## src/rtl/gpio_wr_arb_pkg.sv

```systemverilog
// Shared types for the GPIO register write arbiter: write-op encoding,
// arbiter FSM states, the default requester count and small op decoders.
package gpio_wr_arb_pkg;

  localparam int unsigned NUM_REQ_DEFAULT = 4;

  // Bit 0 selects a masked (split 16-bit) write, bit 1 selects the OE register.
  typedef enum logic [1:0] {
    OP_DIR_OUT = 2'd0,
    OP_MSK_OUT = 2'd1,
    OP_DIR_OE  = 2'd2,
    OP_MSK_OE  = 2'd3
  } gpio_op_e;

  typedef enum logic [1:0] {
    ST_IDLE      = 2'd0,
    ST_ISSUE_DIR = 2'd1,
    ST_ISSUE_UP  = 2'd2,
    ST_ISSUE_LO  = 2'd3
  } arb_state_e;

  function automatic logic op_is_masked(input logic [1:0] op);
    return op[0];
  endfunction

  function automatic logic op_is_oe(input logic [1:0] op);
    return op[1];
  endfunction

endpackage

```

## src/rtl/gpio_rr_pick.sv

```systemverilog
// Combinational round-robin picker: returns the first valid requester at or
// after the pointer (wrapping) as a one-hot grant plus its index.
module gpio_rr_pick #(
  parameter int unsigned NUM_REQ = 4
) (
  input  logic [NUM_REQ-1:0] valid_i,
  input  logic [2:0]         ptr_i,
  output logic [NUM_REQ-1:0] grant_o,
  output logic [2:0]         idx_o,
  output logic               any_o
);

  logic [7:0] valid_ext;
  logic [3:0] cand;
  logic       found;

  assign valid_ext = 8'(valid_i);

  // Walk the requesters starting at the pointer and latch the first hit.
  always_comb begin
    idx_o = 3'd0;
    found = 1'b0;
    cand  = 4'd0;
    for (int k = 0; k < int'(NUM_REQ); k++) begin
      cand = {1'b0, ptr_i} + 4'(k);
      if (cand >= 4'(NUM_REQ)) begin
        cand = cand - 4'(NUM_REQ);
      end
      if (!found && valid_ext[cand[2:0]]) begin
        found = 1'b1;
        idx_o = cand[2:0];
      end
    end
  end

  // Expand the chosen index into a one-hot grant vector.
  always_comb begin
    grant_o = '0;
    for (int j = 0; j < int'(NUM_REQ); j++) begin
      grant_o[j] = found && (idx_o == 3'(j));
    end
  end

  assign any_o = found;

endmodule

```

## src/rtl/gpio_wr_arb.sv

```systemverilog
// GPIO register write arbiter: several requesters share one write port into
// the GPIO direct / masked OUT and OE registers. A request is accepted only
// when idle; masked writes are split into upper and lower 16-bit strobes.
// Optional build macro GPIO_WR_ARB_LOCK_EN lets a requester hold the grant.
module gpio_wr_arb
  import gpio_wr_arb_pkg::*;
#(
  parameter int unsigned NUM_REQ = NUM_REQ_DEFAULT
) (
  input  logic                    clk_i,
  input  logic                    rst_ni,
  input  logic [NUM_REQ-1:0]      req_valid_i,
  output logic [NUM_REQ-1:0]      req_ready_o,
  input  logic [2*NUM_REQ-1:0]    req_op_i,
  input  logic [32*NUM_REQ-1:0]   req_data_i,
  input  logic [32*NUM_REQ-1:0]   req_mask_i,
  input  logic [NUM_REQ-1:0]      req_lock_i,
  output logic [31:0]             direct_out_q,
  output logic                    direct_out_qe,
  output logic [31:0]             direct_oe_q,
  output logic                    direct_oe_qe,
  output logic [15:0]             masked_out_upper_data_q,
  output logic [15:0]             masked_out_upper_mask_q,
  output logic                    masked_out_upper_qe,
  output logic [15:0]             masked_out_lower_data_q,
  output logic [15:0]             masked_out_lower_mask_q,
  output logic                    masked_out_lower_qe,
  output logic [15:0]             masked_oe_upper_data_q,
  output logic [15:0]             masked_oe_upper_mask_q,
  output logic                    masked_oe_upper_qe,
  output logic [15:0]             masked_oe_lower_data_q,
  output logic [15:0]             masked_oe_lower_mask_q,
  output logic                    masked_oe_lower_qe,
  output logic                    busy_o,
  output logic [2:0]              grant_idx_o
);

  arb_state_e state_q, state_d;
  logic [2:0] rr_ptr_q, rr_ptr_d;
  logic [2:0] grant_idx_q, grant_idx_d;
  gpio_op_e   cap_op_q, cap_op_d;
  logic [31:0] cap_data_q, cap_data_d;
  logic [31:0] cap_mask_q, cap_mask_d;

  logic [NUM_REQ-1:0] pick_valid;
  logic [NUM_REQ-1:0] pick_grant;
  logic [2:0]         pick_idx;
  logic               pick_any;
  logic [1:0]         sel_op;
  logic [31:0]        sel_data;
  logic [31:0]        sel_mask;
  logic               accept;
  logic               accept_lock;
  logic [2:0]         ptr_after;
  logic               cap_is_oe;

`ifdef GPIO_WR_ARB_LOCK_EN
  logic [7:0] lock_ext;
  logic       lock_q, lock_d;
  logic       lock_hold;

  assign lock_ext    = 8'(req_lock_i);
  assign lock_hold   = lock_q && lock_ext[rr_ptr_q];
  assign accept_lock = |(req_lock_i & pick_grant);

  // While the lock owner keeps its lock raised, hide everyone else from the picker.
  always_comb begin
    pick_valid = '0;
    for (int j = 0; j < int'(NUM_REQ); j++) begin
      pick_valid[j] = req_valid_i[j] && (!lock_hold || (rr_ptr_q == 3'(j)));
    end
  end

  // The lock drops as soon as the owner lowers req_lock_i; a new accept may re-arm it.
  always_comb begin
    lock_d = lock_hold;
    if (accept) begin
      lock_d = accept_lock;
    end
  end

  // Lock flag register; the owner index is rr_ptr_q, which stays parked on it.
  always_ff @(posedge clk_i or negedge rst_ni) begin
    if (!rst_ni) begin
      lock_q <= 1'b0;
    end else begin
      lock_q <= lock_d;
    end
  end
`else
  logic unused_lock;

  assign unused_lock = ^req_lock_i;
  assign accept_lock = 1'b0;
  assign pick_valid  = req_valid_i;
`endif

  gpio_rr_pick #(
    .NUM_REQ (NUM_REQ)
  ) u_pick (
    .valid_i (pick_valid),
    .ptr_i   (rr_ptr_q),
    .grant_o (pick_grant),
    .idx_o   (pick_idx),
    .any_o   (pick_any)
  );

  // Mux out the op, data and mask of the requester the picker chose.
  always_comb begin
    sel_op   = 2'd0;
    sel_data = 32'd0;
    sel_mask = 32'd0;
    for (int i = 0; i < int'(NUM_REQ); i++) begin
      if (pick_grant[i]) begin
        sel_op   = req_op_i[2*i +: 2];
        sel_data = req_data_i[32*i +: 32];
        sel_mask = req_mask_i[32*i +: 32];
      end
    end
  end

  assign ptr_after = (pick_idx == 3'(NUM_REQ - 1)) ? 3'd0 : pick_idx + 3'd1;

  // Next-state logic: accept in IDLE, then walk through the strobe states.
  always_comb begin
    state_d     = state_q;
    rr_ptr_d    = rr_ptr_q;
    grant_idx_d = grant_idx_q;
    cap_op_d    = cap_op_q;
    cap_data_d  = cap_data_q;
    cap_mask_d  = cap_mask_q;
    accept      = 1'b0;
    unique case (state_q)
      ST_IDLE: begin
        if (pick_any) begin
          accept      = 1'b1;
          grant_idx_d = pick_idx;
          rr_ptr_d    = accept_lock ? pick_idx : ptr_after;
          cap_op_d    = gpio_op_e'(sel_op);
          cap_data_d  = sel_data;
          cap_mask_d  = sel_mask;
          if (!op_is_masked(sel_op)) begin
            state_d = ST_ISSUE_DIR;
          end else if (|sel_mask[31:16]) begin
            state_d = ST_ISSUE_UP;
          end else if (|sel_mask[15:0]) begin
            state_d = ST_ISSUE_LO;
          end else begin
            state_d = ST_IDLE;
          end
        end
      end
      ST_ISSUE_DIR: begin
        state_d = ST_IDLE;
      end
      ST_ISSUE_UP: begin
        state_d = (|cap_mask_q[15:0]) ? ST_ISSUE_LO : ST_IDLE;
      end
      ST_ISSUE_LO: begin
        state_d = ST_IDLE;
      end
      default: begin
        state_d = ST_IDLE;
      end
    endcase
  end

  // State, pointer and captured-request registers; reset discards any in-flight op.
  always_ff @(posedge clk_i or negedge rst_ni) begin
    if (!rst_ni) begin
      state_q     <= ST_IDLE;
      rr_ptr_q    <= 3'd0;
      grant_idx_q <= 3'd0;
      cap_op_q    <= OP_DIR_OUT;
      cap_data_q  <= 32'd0;
      cap_mask_q  <= 32'd0;
    end else begin
      state_q     <= state_d;
      rr_ptr_q    <= rr_ptr_d;
      grant_idx_q <= grant_idx_d;
      cap_op_q    <= cap_op_d;
      cap_data_q  <= cap_data_d;
      cap_mask_q  <= cap_mask_d;
    end
  end

  assign req_ready_o = (state_q == ST_IDLE) ? pick_grant : '0;
  assign busy_o      = (state_q != ST_IDLE);
  assign grant_idx_o = grant_idx_q;
  assign cap_is_oe   = op_is_oe(cap_op_q);

  assign direct_out_qe       = (state_q == ST_ISSUE_DIR) && !cap_is_oe;
  assign direct_oe_qe        = (state_q == ST_ISSUE_DIR) &&  cap_is_oe;
  assign masked_out_upper_qe = (state_q == ST_ISSUE_UP)  && !cap_is_oe;
  assign masked_out_lower_qe = (state_q == ST_ISSUE_LO)  && !cap_is_oe;
  assign masked_oe_upper_qe  = (state_q == ST_ISSUE_UP)  &&  cap_is_oe;
  assign masked_oe_lower_qe  = (state_q == ST_ISSUE_LO)  &&  cap_is_oe;

  assign direct_out_q            = cap_data_q;
  assign direct_oe_q             = cap_data_q;
  assign masked_out_upper_data_q = cap_data_q[31:16];
  assign masked_out_upper_mask_q = cap_mask_q[31:16];
  assign masked_out_lower_data_q = cap_data_q[15:0];
  assign masked_out_lower_mask_q = cap_mask_q[15:0];
  assign masked_oe_upper_data_q  = cap_data_q[31:16];
  assign masked_oe_upper_mask_q  = cap_mask_q[31:16];
  assign masked_oe_lower_data_q  = cap_data_q[15:0];
  assign masked_oe_lower_mask_q  = cap_mask_q[15:0];

endmodule

```

## config.mk

```make
export PLATFORM = sky130hd
export DESIGN_NAME = gpio_wr_arb
export DESIGN_NICKNAME = d
export VERILOG_FILES = /design/src/rtl/gpio_wr_arb_pkg.sv /design/src/rtl/gpio_rr_pick.sv /design/src/rtl/gpio_wr_arb.sv
export SDC_FILE = /design/constraint.sdc
export NUM_CORES = 1
export LEC_CHECK = 0
export ABC_AREA = 1
export ABC_CLOCK_PERIOD_IN_PS = 6200
export CORE_AREA = 2 2 186 188
export CTS_CLUSTER_DIAMETER = 80
export DETAILED_ROUTE_END_ITERATION = 10
export DIE_AREA = 0 0 188 190
export HOLD_SLACK_MARGIN = 0.05
export MAX_ROUTING_LAYER = met4
export SLEW_MARGIN = 15
export SYNTH_ARGS = -nofsm -noshare
export SYNTH_HDL_FRONTEND = slang
export SYNTH_SLANG_ARGS = --single-unit
```

## constraint.sdc

```tcl
create_clock -name clk_i -period 6.2 [get_ports clk_i]
set_input_delay 1.86 -clock clk_i [delete_from_list [all_inputs] [get_ports clk_i]]
set_output_delay 1.86 -clock clk_i [all_outputs]
set_load 0.01 [all_outputs]
```

# [Word level (Yosys, flattened, before mapping)]
# Index checks and enable logic that the tools add are counted.
[word_totals] inputBits=274 ff_bits=74 output_inout_bits=206 elab_cells=94
[classes] order_cmp=8 muxes=40 reduce_logical=25 eq_ne=7 add_sub_neg=8
[ops] operator="32-bit two-way mux" n=8
[ops] operator="16-bit OR reduction" n=3
[ops] operator="3-bit two-way mux" n=9
[ops] operator="2-bit two-way mux" n=9
[ops] operator="3-bit by 4-bit less-than comparator with 1-bit output (second input constant)" n=4
[ops] operator="1-bit logical AND" n=13
[ops] operator="1-bit binary-select mux with 3-bit select" n=4
[ops] operator="4-bit by 3-bit >= comparator with 1-bit output (second input constant)" n=3
[ops] operator="3-bit subtractor (second input constant)" n=4
[ops] operator="3-bit by 2-bit adder with 4-bit output (second input constant)" n=2
[ops] operator="1-bit two-way mux" n=8
[ops] operator="3-bit by 2-bit equality test with 1-bit output (second input constant)" n=2
[ops] operator="2-bit one-hot mux with 3 select lines" n=1
[ops] operator="3-bit by 1-bit adder with 4-bit output (second input constant)" n=1
[ops] operator="2-bit equality test (second input constant)" n=2
[ops] operator="1-bit logical NOT" n=4
[ops] operator="4-bit two-way mux" n=1
[ops] operator="3-bit by 1-bit adder with 3-bit output (second input constant)" n=1
[ops] operator="3-bit by 1-bit equality test with 1-bit output (second input constant)" n=1
[ops] operator="3-bit >= comparator (second input constant)" n=1
[ops] operator="3-bit logical NOT" n=1
[ops] operator="2-bit by 1-bit equality test with 1-bit output (second input constant)" n=1
[ops] operator="2-bit logical NOT" n=1
[ops] operator="2-bit by 1-bit inequality test with 1-bit output (second input constant)" n=1
[ops] operator="3 further kinds" n=3

# [Logic depth before layout (Yosys ltp)]
# Gate-level depths: netlist (run 1).
[depth] depth_word=26 depth_mapped=27

# [Cells and area by module]
# A second synthesis (run 1) with hierarchy kept.
[unflattened] hier_cells=912 hier_area_um2=6282.3
[modules_own_cells] module="gpio_wr_arb" area_per_inst_um2=5871.9 seq_area_each_um2=1826.8 cells_each=835 instances=1
[modules_own_cells] module="gpio_rr_pick" area_per_inst_um2=410.4 seq_area_each_um2=0.0 cells_each=77 instances=1

# [Worst setup path before layout (run 1)]
# Ideal clock, no wire load.
[synth_path] path_kind="input-to-output" from="input req_valid_i[3]" to="output req_ready_o[1]" cell_stages=15 n_path_buf=3 arrival_ns=3.900 setup_slack_ns=0.440 required_time_ns=4.340 path_cell_list="inv_1 > nand2_1 > nand3_1 > nand2_2 > inv_2 > nand4_4 > inv_1 > o21ai_0 > o21a_1 > ha_1 > clkbuf_1 > buf_1 > clkbuf_1 > nand2_1 > nor2_1"
[synth_between] elab_chain_cells=15
[synth_rtl] item="start, declared" line="gpio_wr_arb.sv:12" source="input logic [NUM_REQ-1:0] req_valid_i,"
[synth_rtl] item="1-bit binary-select mux with 3-bit select" line="gpio_rr_pick.sv:29" source="if (!found && valid_ext[cand[2:0]]) begin"
[synth_rtl] item="1-bit two-way mux (implied by the code)" line="gpio_rr_pick.sv:29"
[synth_rtl] item="1-bit two-way mux" line="gpio_rr_pick.sv:29"
[synth_rtl] item="1-bit logical NOT" line="gpio_rr_pick.sv:29"
[synth_rtl] item="1-bit logical AND" line="gpio_rr_pick.sv:29"
[synth_rtl] item="1-bit two-way mux" line="gpio_rr_pick.sv:29"
[synth_rtl] item="1-bit logical NOT" line="gpio_rr_pick.sv:29"
[synth_rtl] item="1-bit logical AND" line="gpio_rr_pick.sv:29"
[synth_rtl] item="1-bit two-way mux" line="gpio_rr_pick.sv:29"
[synth_rtl] item="1-bit logical NOT" line="gpio_rr_pick.sv:29"
[synth_rtl] item="1-bit logical AND" line="gpio_rr_pick.sv:29"
[synth_rtl] item="3-bit two-way mux *" line="gpio_rr_pick.sv:29"
[synth_rtl] item="named net pick_idx[0]" line="gpio_wr_arb.sv:47" source="logic [2:0] pick_idx;"
[synth_rtl] item="3-bit by 1-bit equality test with 1-bit output *" line="gpio_rr_pick.sv:40" source="grant_o[j] = found && (idx_o == 3'(j));"
[synth_rtl] item="1-bit logical AND *" line="gpio_rr_pick.sv:40"
[synth_rtl] item="4-bit two-way mux *" line="gpio_wr_arb.sv:187" source="assign req_ready_o = (state_q == ST_IDLE) ? pick_grant : '0;"
[synth_rtl] item="end, declared" line="gpio_wr_arb.sv:13" source="output logic [NUM_REQ-1:0] req_ready_o,"
# The timed path passes the listed nets; every way through them passes the cells marked *. The select of a mux whose other input is x is not followed.

# [Worst setup path in the final report (run 1)]
[layout_path] from="input req_valid_i[3]" to="output req_ready_o[2]"
[layout_between] elab_chain_cells=15
[layout_rtl] item="1-bit binary-select mux with 3-bit select" line="gpio_rr_pick.sv:29"
[layout_rtl] item="1-bit two-way mux (implied by the code)" line="gpio_rr_pick.sv:29"
[layout_rtl] item="1-bit two-way mux" line="gpio_rr_pick.sv:29"
[layout_rtl] item="1-bit logical NOT" line="gpio_rr_pick.sv:29"
[layout_rtl] item="1-bit logical AND" line="gpio_rr_pick.sv:29"
[layout_rtl] item="1-bit two-way mux" line="gpio_rr_pick.sv:29"
[layout_rtl] item="1-bit logical NOT" line="gpio_rr_pick.sv:29"
[layout_rtl] item="1-bit logical AND" line="gpio_rr_pick.sv:29"
[layout_rtl] item="1-bit two-way mux" line="gpio_rr_pick.sv:29"
[layout_rtl] item="1-bit logical NOT" line="gpio_rr_pick.sv:29"
[layout_rtl] item="1-bit logical AND" line="gpio_rr_pick.sv:29"
[layout_rtl] item="3-bit two-way mux *" line="gpio_rr_pick.sv:29"
[layout_rtl] item="named net pick_idx[1]" line="gpio_wr_arb.sv:47"
[layout_rtl] item="3-bit by 2-bit equality test with 1-bit output *" line="gpio_rr_pick.sv:40"
[layout_rtl] item="1-bit logical AND *" line="gpio_rr_pick.sv:40"
[layout_rtl] item="4-bit two-way mux *" line="gpio_wr_arb.sv:187"
# Marked as above.

==> results of run 1 <==
synthesized netlist by cell type (all sizes together):
cell	count	area [um2]
a21boi	15	116
a21oi	70	354
a31oi	17	106
a41o	1	10.0
buf	159	1170
clkbuf	41	154
dfrtp	73	1830
ha	6	75.1
inv	62	235
nand2	228	876
nand3	118	601
nand3b	32	240
nand4	17	121
nor2	49	184
nor3	4	20.0
nor4	4	25.0
o21a	1	7.51
o21ai	66	330
o22ai	33	206
or3	1	6.26
worst max-delay path, cell delays in order:
cell and delay (ns):
clkdlybuf4s50_1 0.42, inv_1 0.06, nand2_1 0.06, nand3_1 0.13, nand2_2 0.09, a31oi_1 0.20
nand2_1 0.07, or3_1 0.31, nand4_1 0.15, ha_1 0.25, nand2_4 0.07, nor2_1 0.10
dlygate4sd2_1 0.35
metal layers:
metal | wire length (um) | vias up | part of all wire (%)
li1 | - | 3817 | -
met1 | 13200 | 3693 | 40
met2 | 16600 | 387 | 50
met3 | 2140 | 39 | 6.5
met4 | 997 | 0 | 3.0
met5 | 0 | - | 0
repair_timing:
item | in CTS | in global routing
buffers inserted | 0 | 2
endpoints found under the setup margin | 3 | 2
resized for setup | 3 | 2
hold buffers | 0 | 0
cell families (layout without fill, tap and decap cells):
group | count (synthesis) | after routing
flops | 73 | 73
other cells | 0 | 3
fa+ha+maj | 6 | 6
simple gates | 453 | 453
buf+inv | 262 | 577
compound gates | 203 | 203
worst paths after layout:
kind	slack (ns)	startpoint	to
max	0.22	req_valid_i[3]	req_ready_o[2]
min	0.50	grant_idx_o[2]	grant_idx_o[2]
max reg2reg	1.52	rr_ptr_q[0]	state_q[0]
min reg2reg	0.50	grant_idx_o[2]	grant_idx_o[2]
max in group asynchronous	3.72	rst_ni	cap_mask_q[9]
min in group asynchronous	1.46	rst_ni	cap_mask_q[28]
where the power goes:
| part | switching (mW) | internal, mW |
|---|---|---|
| clock network | 0.228 | 0.265 |
| registers | 0.332 | 0.755 |
| logic | 4.29 | 2.81 |
area by class of cell:
| cell class | count | area [um2] | area share, % |
|---|---|---|---|
| Antenna cell | 3 | 7.51 | 0.0673 |
| Clock buffer | 10 | 229 | 2.05 |
| Clock inverter | 4 | 22.5 | 0.202 |
| Inverter | 62 | 239 | 2.14 |
| Multi-Input combinational cell | 662 | 3310 | 29.6 |
| Sequential cell | 73 | 1830 | 16.4 |
| Tap cell | 455 | 569 | 5.10 |
| Timing Repair Buffer | 501 | 4960 | 44.4 |
flip-flops by register name, indices dropped and copies added (netlist names):
signal       flops
cap_mask_q      32
cap_op_q         1
direct_oe_q     32
grant_idx_o      3
rr_ptr_q         3
state_q          2
==> flow_summary.yaml, run 1 <==
critical_path:
  worstSetupEndpointType: "output port"
  worstPathArrival_ns: 4.12
  critPathKind: "in2out"
  crit_required_ns: 4.34
  start_kind: "input pin"
  ff2ff_path_depth: 23
  critPathMaxFanout: 3
timing:
  post-route-period-util_pct: 96.4
  setup_viol: 0
  relSlewSlack_pct: 19.6
  setup_slack_ns: 0.220
  rsz0062_at_grt: "no"
  hold_viol_final: 0
  fmax_mhz: 167
  fin_setup_tns_ns: 0
  layout_min_cycle_time_ns: 5.98
  fin_worst_skew_ns: 0.0107
  finalMaxSlewViolations: 0
  tightest_slew_ns: 1.21
  holdWs_ns: 0.499
logic_synthesis:
  synthAdderAreaFrac_pct: 1.13
  synth_mux_area_share_pct: 0
  synthDistinctLibCells: 31
  synth_xor_area_share_pct: 0
  syn_area_per_cell_um2: 6.68
  ys_warn_count: 0
  seq_area_frac_synth_pct: 27.4
  synth_nets: 1277
  ys_seq_elements: 73
  syn_inst: 997
  synth_top_family_by_area: "simple AND/OR/NAND/NOR gates"
  mappedNetlistArea_um2: 6660
  yosys.area_share.simple_pct: 31.1
  synth-compound-area-share_pct: 17.0
layout:
  final_layout_size_suffix_gt1_share_pct: 4.73
  final_area_um2: 11200
  fillers: 3597
  final_cell_mix: "clkdlybuf4s50_1, nand2_1, nand3_1"
  final_cells: 1770
  post-route-util_pct: 32.9
  areaGrowthSynthToFinish_pct: 67.5
  final_common_cell: "clkdlybuf4s50_1"
  num-nets-final: 1589
detailed_routing:
  dr.pass1.iters: 5
  post_drt_wl_per_cell_um: 18.6
  avgViaCountPerCell: 4.48
  initialDrtViolationCount: 269
  antenna_left: 0
  vias: 7936
  routed_wirelength_mm: 32.9
  drc: 0
floorplan:
  rows: 68
  boundaryPins: 480
  dieHeight_um: 190
  dieWidth_um: 188
  core_area_um2: 33900
  dieArea_um2: 35700
  start_util_pct: 19.6
placement:
  numPortBuffers: 475
  dp_cells: 1751
  hpwl_mm: 25.1
  postPlaceCellArea_um2: 10900
  pre_cts_ws_ns: -0.0884
  gp_routability_congestion: 0.877
global_route:
  grt_use_met3_pct: 3.86
  grt_pass1_vias: 7967
  track_usage_pct: 18.7
  grt_start_max_net_pins: 109
  met2_usage_pct: 32.4
  grtUsageMet1_pct: 21.1
  grt-busiest-layer: "met2"
  grt_antenna_before_repair: 3
  overflow: 0
  grt_pass1_wl_mm: 48.6
clock_network:
  htreeDepth: 3
  cts_made_buffers: 9
  cts_sinks: 73
  clkTransAtPathRegs_ns: 0.06
  cts_tree: "done"
  clock_latency_ns: 0.36
  cts_root_buf: "clkbuf_16"
  clockBufferDepth: 2
hold_path:
  hold_depth: 2
  hp-class: "reg2reg"
pwr:
  ir_drop_v: 0.000325
  p_leak_nw: 4.61
  fin_total_pwr_mw: 8.69
  powerDensity_nw_per_um2: 778
run:
  drv_cap: 0
status:
  status: "finished, final reports clean"
No activity file was read; power rests on OpenSTA's default activity.
==> inputs of run 2 (changes only) <==
==> constraint.sdc (replaced) <==
create_clock -name clk_i -period 6.2 [get_ports clk_i]
set_input_delay 1.86 -clock clk_i [delete_from_list [all_inputs] [get_ports clk_i]]
set_output_delay 1.86 -clock clk_i [all_outputs]
set_load 0.02 [all_outputs]
==> run 2 against run 1 <==
  * Critical path depth increased by 2
  * Die area unchanged
  * Highest routed layer unchanged
  * Cell count about the same
  * Fmax decreased by 0.48%
  * Flip-flop and latch count unchanged
  * Wire length decreased by 1.1%
  * Via count about the same
  * Setup slack got worse by 0.029 ns
  * Global-route usage decreased by 0.49 points
  * Design area increased by 0.27%
  * Clock-buffer cell count increased by 2
  * Critical endpoint is now req_ready_o[0]
==> flow_summary.yaml, run 2 (synthesis results as in run 1) <==
status:
  status: "finished, final reports clean"
layout:
  final_cell_mix: "clkdlybuf4s50_1, nand2_1, nand3_1"
  multiInputGateArea_um2: 3310
  regArea_um2: 1830
  areaGrowthSynthToFinish_pct: 67.9
  final_common_cell: "clkdlybuf4s50_1"
  num-nets-final: 1590
  final_layout_size_suffix_gt1_share_pct: 4.87
  fillers: 3605
critical_path:
  critPathMaxFanout: 3
  start_kind: "input pin"
  crit_required_ns: 4.34
  critPathKind: "in2out"
  worstSetupEndpointType: "output port"
  worstPathArrival_ns: 4.15
timing:
  tightest_slew_ns: 1.13
  fmax_mhz: 166
  setup_viol: 0
  hold_viol_final: 0
  post-route-period-util_pct: 96.9
  holdWs_ns: 0.499
  finalMaxSlewViolations: 0
  fin_worst_skew_ns: 0.0125
  rsz0062_at_grt: "no"
  layout_min_cycle_time_ns: 6.01
  relSlewSlack_pct: 24.8
global_route:
  grt_antenna_before_repair: 2
  overflow: 0
  grt_pass1_vias: 7824
  track_usage_pct: 18.2
  grt_start_max_net_pins: 103
  grt_pass1_wl_mm: 47.5
clock_network:
  cts_made_buffers: 9
  cts_tree: "done"
  cts_sinks: 73
  clock_latency_ns: 0.35
  clkTransAtPathRegs_ns: 0.05
  cts_root_buf: "clkbuf_16"
  post_cts_buffers: 0
  htreeDepth: 3
  clockBufferDepth: 2
floorplan:
  boundaryPins: 480
  dieArea_um2: 35700
  dieWidth_um: 188
  core_area_um2: 33900
  dieHeight_um: 190
  start_util_pct: 19.6
  rows: 68
hold_path:
  hp-class: "reg2reg"
detailed_routing:
  dr.pass1.iters: 5
  post_drt_wl_per_cell_um: 18.4
  initialDrtViolationCount: 321
  routed_wirelength_mm: 32.6
  drc: 0
  vias: 7937
  avgViaCountPerCell: 4.48
  antenna_left: 0
run:
  drv_cap: 0
placement:
  gp_routability_congestion: 0.871
  hpwl_mm: 25.3
  numPortBuffers: 475
-- run 2: critical path, cell delays in order --
cell and delay (ns):
clkdlybuf4s50_1 0.44, inv_1 0.07, nand2_1 0.06, nand3_1 0.13, nand2_2 0.09, a31oi_2 0.19
nand2_1 0.07, or3_1 0.32, nand4_1 0.11, buf_4 0.12, inv_1 0.04, ha_1 0.18
inv_1 0.07, nor2_1 0.05, dlygate4sd2_1 0.33
-- run 2: stage by stage --
stage | instance area (um2) | std cells | util, % | setup TNS, ns | worst slack, ns
global placement | 10900 | 1754 | 32.1 | -0.0719 | -0.0719
finish | 11200 | 1771 | 33.0 | 0 | 0.191
detailed placement | 10900 | 1754 | 32.1 | -0.156 | -0.116
floorplan | 6660 | 997 | - | 0 | 0.318
CTS | 11200 | 1769 | 32.9 | 0 | 0.149
global route | 11200 | 1771 | 33.0 | 0 | 0.00525
-- run 2: path summary, 6_finish.rpt --
check,startpoint,end,slack [ns],cells after the start
hold reg to reg,grant_idx_o[2],grant_idx_o[2],0.50,2
setup / recovery,req_valid_i[3],req_ready_o[0],0.19,15
setup reg to reg,rr_ptr_q[0],state_q[0],1.49,26
max in group asynchronous,rst_ni,cap_mask_q[4],3.64,2
min in group asynchronous,rst_ni,cap_mask_q[26],1.47,1
hold / removal,grant_idx_o[2],grant_idx_o[2],0.50,2
-- run 2: area by class of cell --
cell class / instances / area share [%]
Antenna cell: 2 / 0.0447
Clock buffer: 12 / 2.11
Clock inverter: 3 / 0.380
Inverter: 62 / 2.10
Multi-Input combinational cell: 662 / 29.6
Sequential cell: 73 / 16.3
Tap cell: 455 / 5.09
Timing Repair Buffer: 502 / 44.3
-- run 2: per-layer routing --
layer / vias up / part of all wire (%) / GRT usage [%]
met3: 34 / 5.8 / 3.39
met1: 3726 / 41 / 20.8
met2: 347 / 50 / 31.7
met5: - / 0 / -
li1: 3830 / - / -
met4: 0 / 2.9 / 6.66
-- run 2: what timing repair did --
| action | 4_1_cts | 5_1_grt |
|---|---|---|
| endpoints found under the setup margin | 2 | 2 |
| hold buffers | 0 | 0 |
| resized for setup | 2 | 2 |
Power of run 2 is not shown: default switching activity piles up to over one toggle a cycle in this logic, so the estimate is an artifact.
==> edit 1: new RTL, settings of run 2 <==
Add a define of `GPIO_WR_ARB_LOCK_EN`.
--- a/src/rtl/gpio_wr_arb.sv
+++ b/src/rtl/gpio_wr_arb.sv
@@ -4,2 +4,4 @@
 // Optional build macro GPIO_WR_ARB_LOCK_EN lets a requester hold the grant.
+`define GPIO_WR_ARB_LOCK_EN
+
 module gpio_wr_arb
Formal check against the unedited RTL: not equivalent (Yosys sat finds a counterexample within 4 cycles, from zero or initial values and one cycle with rst_ni low).
==> edit 1 against run 2 <==
Largest cell class unchanged; final area is 4.5% higher; critical endpoint is now req_ready_o[2]; synthesized cell count is 3.9% higher; wire length is 0.39% higher; synthesized area up 2.1%; non-clock buffer count increased by 8; worst setup slack improved by 0.20 ns; sequential cell count grew 1.
Power is not shown: default switching activity piles up to over one toggle a cycle in this logic, so the estimate is an artifact.
==> edit 1: results (changes against run 2) <==
| Metric | Value |
|---|---|
| Status | `finished clean` |
| Register Area | `0.00185 mm2 (+1.4%)` |
| Worst Path Max Fanout | `5 (+2)` |
| DP Area | `0.0112 mm2 (+2.3%)` |
| Clock buf/inv share | `2.63% (+0.14 points)` |
| Vias/cell | `4.55 (+1.6%)` |
| Vias in the first global route | `8394 (+7.3%)` |
| Routed len/inst | `18.0 um (-2.3%)` |
| Routed vias | `8284 (+4.4%)` |
| Avg Cell Area, Syn | `6.57 um2 (-1.7%)` |
| Multi-In Gates | `688 (+3.9%)` |
| WP data arrival | `3.95 ns (-0.20 ns)` |
| Port buffer count | `479 (+0.84%)` |
| FF-to-FF End | `rr_ptr_q[1]$_DFFE_PN0P_` |
| NumNets Final | `1645 (+3.5%)` |
| Critical path destination | `req_ready_o[2]` |
| Routing usage on met2 | `32.3% (+0.58 points)` |
| Post-CTS sizing | `21 (+19)` |
| Non-clock inverters | `78 (+26%)` |
| Placed instance count | `1804 (+2.9%)` |
| DP Wirelength | `25000 um (-0.98%)` |
| Clk sinks | `74 (+1.4%)` |
| RePlAce Congestion | `0.900 (+3.4%)` |
| Non-clock buffers | `510 (+1.6%)` |
| Synth cell types | `33 (+6.5%)` |
| DR pass1 iterations | `4 (-1)` |
| Worst-path clk slew | `0.07 ns (+0.02 ns)` |
| Fraction of area in multi-input gates | `30.8% (+1.2 points)` |
| Data buffer area share | `43.3% (-1.1 points)` |
| Seq/Total Area, Yosys | `27.2% (-0.20 points)` |
| First DRT Iteration DRCs | `368 (+15%)` |
| Fraction of area in registers | `15.8% (-0.49 points)` |
| Fillers | `3554 (-1.4%)` |
| First-pass GRT wire length | `49200 um (+3.7%)` |
| Worst Tran Pin Value | `0.940 ns (-0.188 ns)` |
| Initial antenna violation count | `0 (-2)` |
| Reg2reg path depth | `28 (+7.7%)` |
| Grt met1 use | `20.6% (-0.20 points)` |
| R2r setup slk | `1.42 ns (-0.07 ns)` |
| # diodes | `0 (-2)` |
| Worst hold path endpoint | `grant_idx_o[0]$_DFFE_PN0P_` |
-- edit 1: critical path, cell delays in order --
cell and delay [ns]:
dlymetal6s2s_1 0.11, inv_1 0.05, nand2_1 0.07, nand3_2 0.09
nand2_4 0.15, nand3_4 0.10, nand3_2 0.11, nand2_2 0.07
nand2_2 0.08, nand2_2 0.08, inv_2 0.06, nand2_2 0.06
nor2_1 0.11, inv_1 0.08, nor2_1 0.11, nand2_1 0.10
nand2_4 0.11, buf_6 0.11, ha_4 0.14, nand2_4 0.06
nor2_4 0.11, buf_6 0.13
-- edit 1: cell families (layout without fill, tap and decap cells) --
family | count (synthesis) | after routing | share of synthesized area (%)
simple gates | 504 | 504 | 33.2
buf+inv | 274 | 603 | 23.1
fa+ha+maj | 10 | 10 | 1.84
flops | 74 | 74 | 27.2
compound gates | 174 | 174 | 14.6
-- edit 1: routing by layer --
metal,share of wire (%),vias up
li1,-,3945
met1,39,3872
met2,51,402
met3,7.2,65
met4,3.3,0
met5,0,-
==> edit 2: new RTL, config.mk and constraints of run 2 <==
Without the edit above. Encoding of `arb_state_e`: now one-hot (4 bits for 4 states).
--- a/src/rtl/gpio_wr_arb_pkg.sv
+++ b/src/rtl/gpio_wr_arb_pkg.sv
@@ -14,7 +14,7 @@
 
-  typedef enum logic [1:0] {
-    ST_IDLE      = 2'd0,
-    ST_ISSUE_DIR = 2'd1,
-    ST_ISSUE_UP  = 2'd2,
-    ST_ISSUE_LO  = 2'd3
+  typedef enum logic [3:0] {
+    ST_IDLE      = 4'b0001,
+    ST_ISSUE_DIR = 4'b0010,
+    ST_ISSUE_UP  = 4'b0100,
+    ST_ISSUE_LO  = 4'b1000
   } arb_state_e;
Behaviour: same outputs for any inputs over 4 cycles, from zero or initial values and one cycle with rst_ni low; so few cycles prove little.
==> edit 2 against run 2 <==
Sequential cell count rose by 2; worst hold slack got worse by 0.0090 ns; final area rose by 3.4%; wire length down 0.15%; synthesized area grew 5.4%; synthesized cell count increased by 13%; count of clock-buffer cells in the layout decreased by 2; worst setup slack better by 0.034 ns; critical path type unchanged; critical endpoint is now req_ready_o[1]; largest cell class unchanged.
Power is not shown: default switching activity piles up to over one toggle a cycle in this logic, so the estimate is an artifact.
==> edit 2: results (changes against run 2) <==
| Metric | Value |
|---|---|
| Status | `finished clean` |
| Routed len/inst | `17.1 um (-6.9%)` |
| Worst Path Max Fanout | `4 (+1)` |
| Critical hold path startpoint | `grant_idx_o[0]$_DFFE_PN0P_` |
| Initial antenna violation count | `4 (+2)` |
| Routed vias | `8311 (+4.7%)` |
| Worst Tran Pin Value | `0.809 ns (-0.319 ns)` |
| GRT met3 Usage | `3.58% (+0.18 points)` |
| Main area contributors after synthesis | `dfrtp_1, nand2_1, buf_4` |
| Critical path destination | `req_ready_o[1]` |
| Complex-gate fraction of the synthesized area | `14.7% (-2.3 points)` |
| RePlAce Congestion | `0.892 (+2.4%)` |
| Worst Skew | `0.0102 ns (-0.00222 ns)` |
| Final worst setup slack | `0.225 ns (+0.0339 ns)` |
| DP Area | `0.0112 mm2 (+3.0%)` |
| Worst hold path endpoint | `grant_idx_o[0]$_DFFE_PN0P_` |
| Synth cell types | `32 (+3.2%)` |
| Largest net degree at the start of global routing | `84 (-18%)` |
| FF-to-FF End | `state_q[3]$_DFFE_PN0P_` |
| Max incr delay on CP | `0.52 ns (+0.08 ns)` |
| Tot GR Track Use | `18.2% (+0.023 points)` |
| First DRT Iteration DRCs | `368 (+15%)` |
| Top cells by count, synth | `nand2_1, inv_1, buf_4, nand3_1, nor2_1` |
| Mapped cell area | `0.00702 mm2 (+5.4%)` |
| Routing usage on met2 | `31.1% (-0.57 points)` |
| WP data arrival | `4.11 ns (-0.04 ns)` |
[edit 2: cell type report]
class,instances,area (um2),area share (%)
clock inverters,6,87.6,0.757
clock buffers,10,239,2.07
inverters,161,607,5.24
flip-flops and latches,75,1880,16.2
repair buffers,496,4900,42.4
diodes,4,10.0,0.0865
well taps,455,569,4.92
multi-input cells,693,3280,28.3
[edit 2: metrics by stage]
step                instances  utilization (%)  hold slack [ns]
floorplan                1125                -            0.509
global placement         1880             33.1            0.477
detailed placement       1880             33.1            0.477
CTS                      1896             34.0            0.496
global route             1900             34.1            0.508
finish                   1900             34.1            0.490
[edit 2: cells by family (layout without fill, tap and decap cells)]
logic type / after synthesis / after routing
compound gates: 187 / 187
buf+inv: 357 / 673
simple gates: 500 / 500
fa+ha+maj: 6 / 6
other cells: 0 / 4
flops: 75 / 75
[edit 2: worst register-to-register path, stage by stage (launching register included)]
cell,delay (ns)
dfrtp_1,0.56
inv_4,0.09
ha_1,0.33
inv_1,0.09
nand3_1,0.10
nand3_1,0.16
nand4_4,0.15
inv_2,0.04
o21ai_0,0.13
o21a_1,0.17
buf_4,0.13
inv_1,0.07
ha_1,0.24
nand2_4,0.10
buf_4,0.49
buf_4,0.52
inv_2,0.14
nand2_1,0.10
nand2_1,0.05
inv_1,0.08
nand2_1,0.04
nand2_1,0.07
nand2_1,0.06
nor2_1,0.08
nand2_1,0.07
nor2_1,0.15
o21bai_1,0.10
[edit 2: per-layer routing]
| layer | wire (um) | vias to the layer above |
|---|---|---|
| met2 | 16100 | 384 |
| met1 | 13400 | 3822 |
| met5 | 0 | - |
| li1 | - | 4064 |
| met3 | 2050 | 41 |
| met4 | 980 | 0 |
[edit 2: timing repair]
action	4_1_cts	5_1_grt
resized for setup	1	1
pin swaps	0	0
endpoints found under the setup margin	1	3
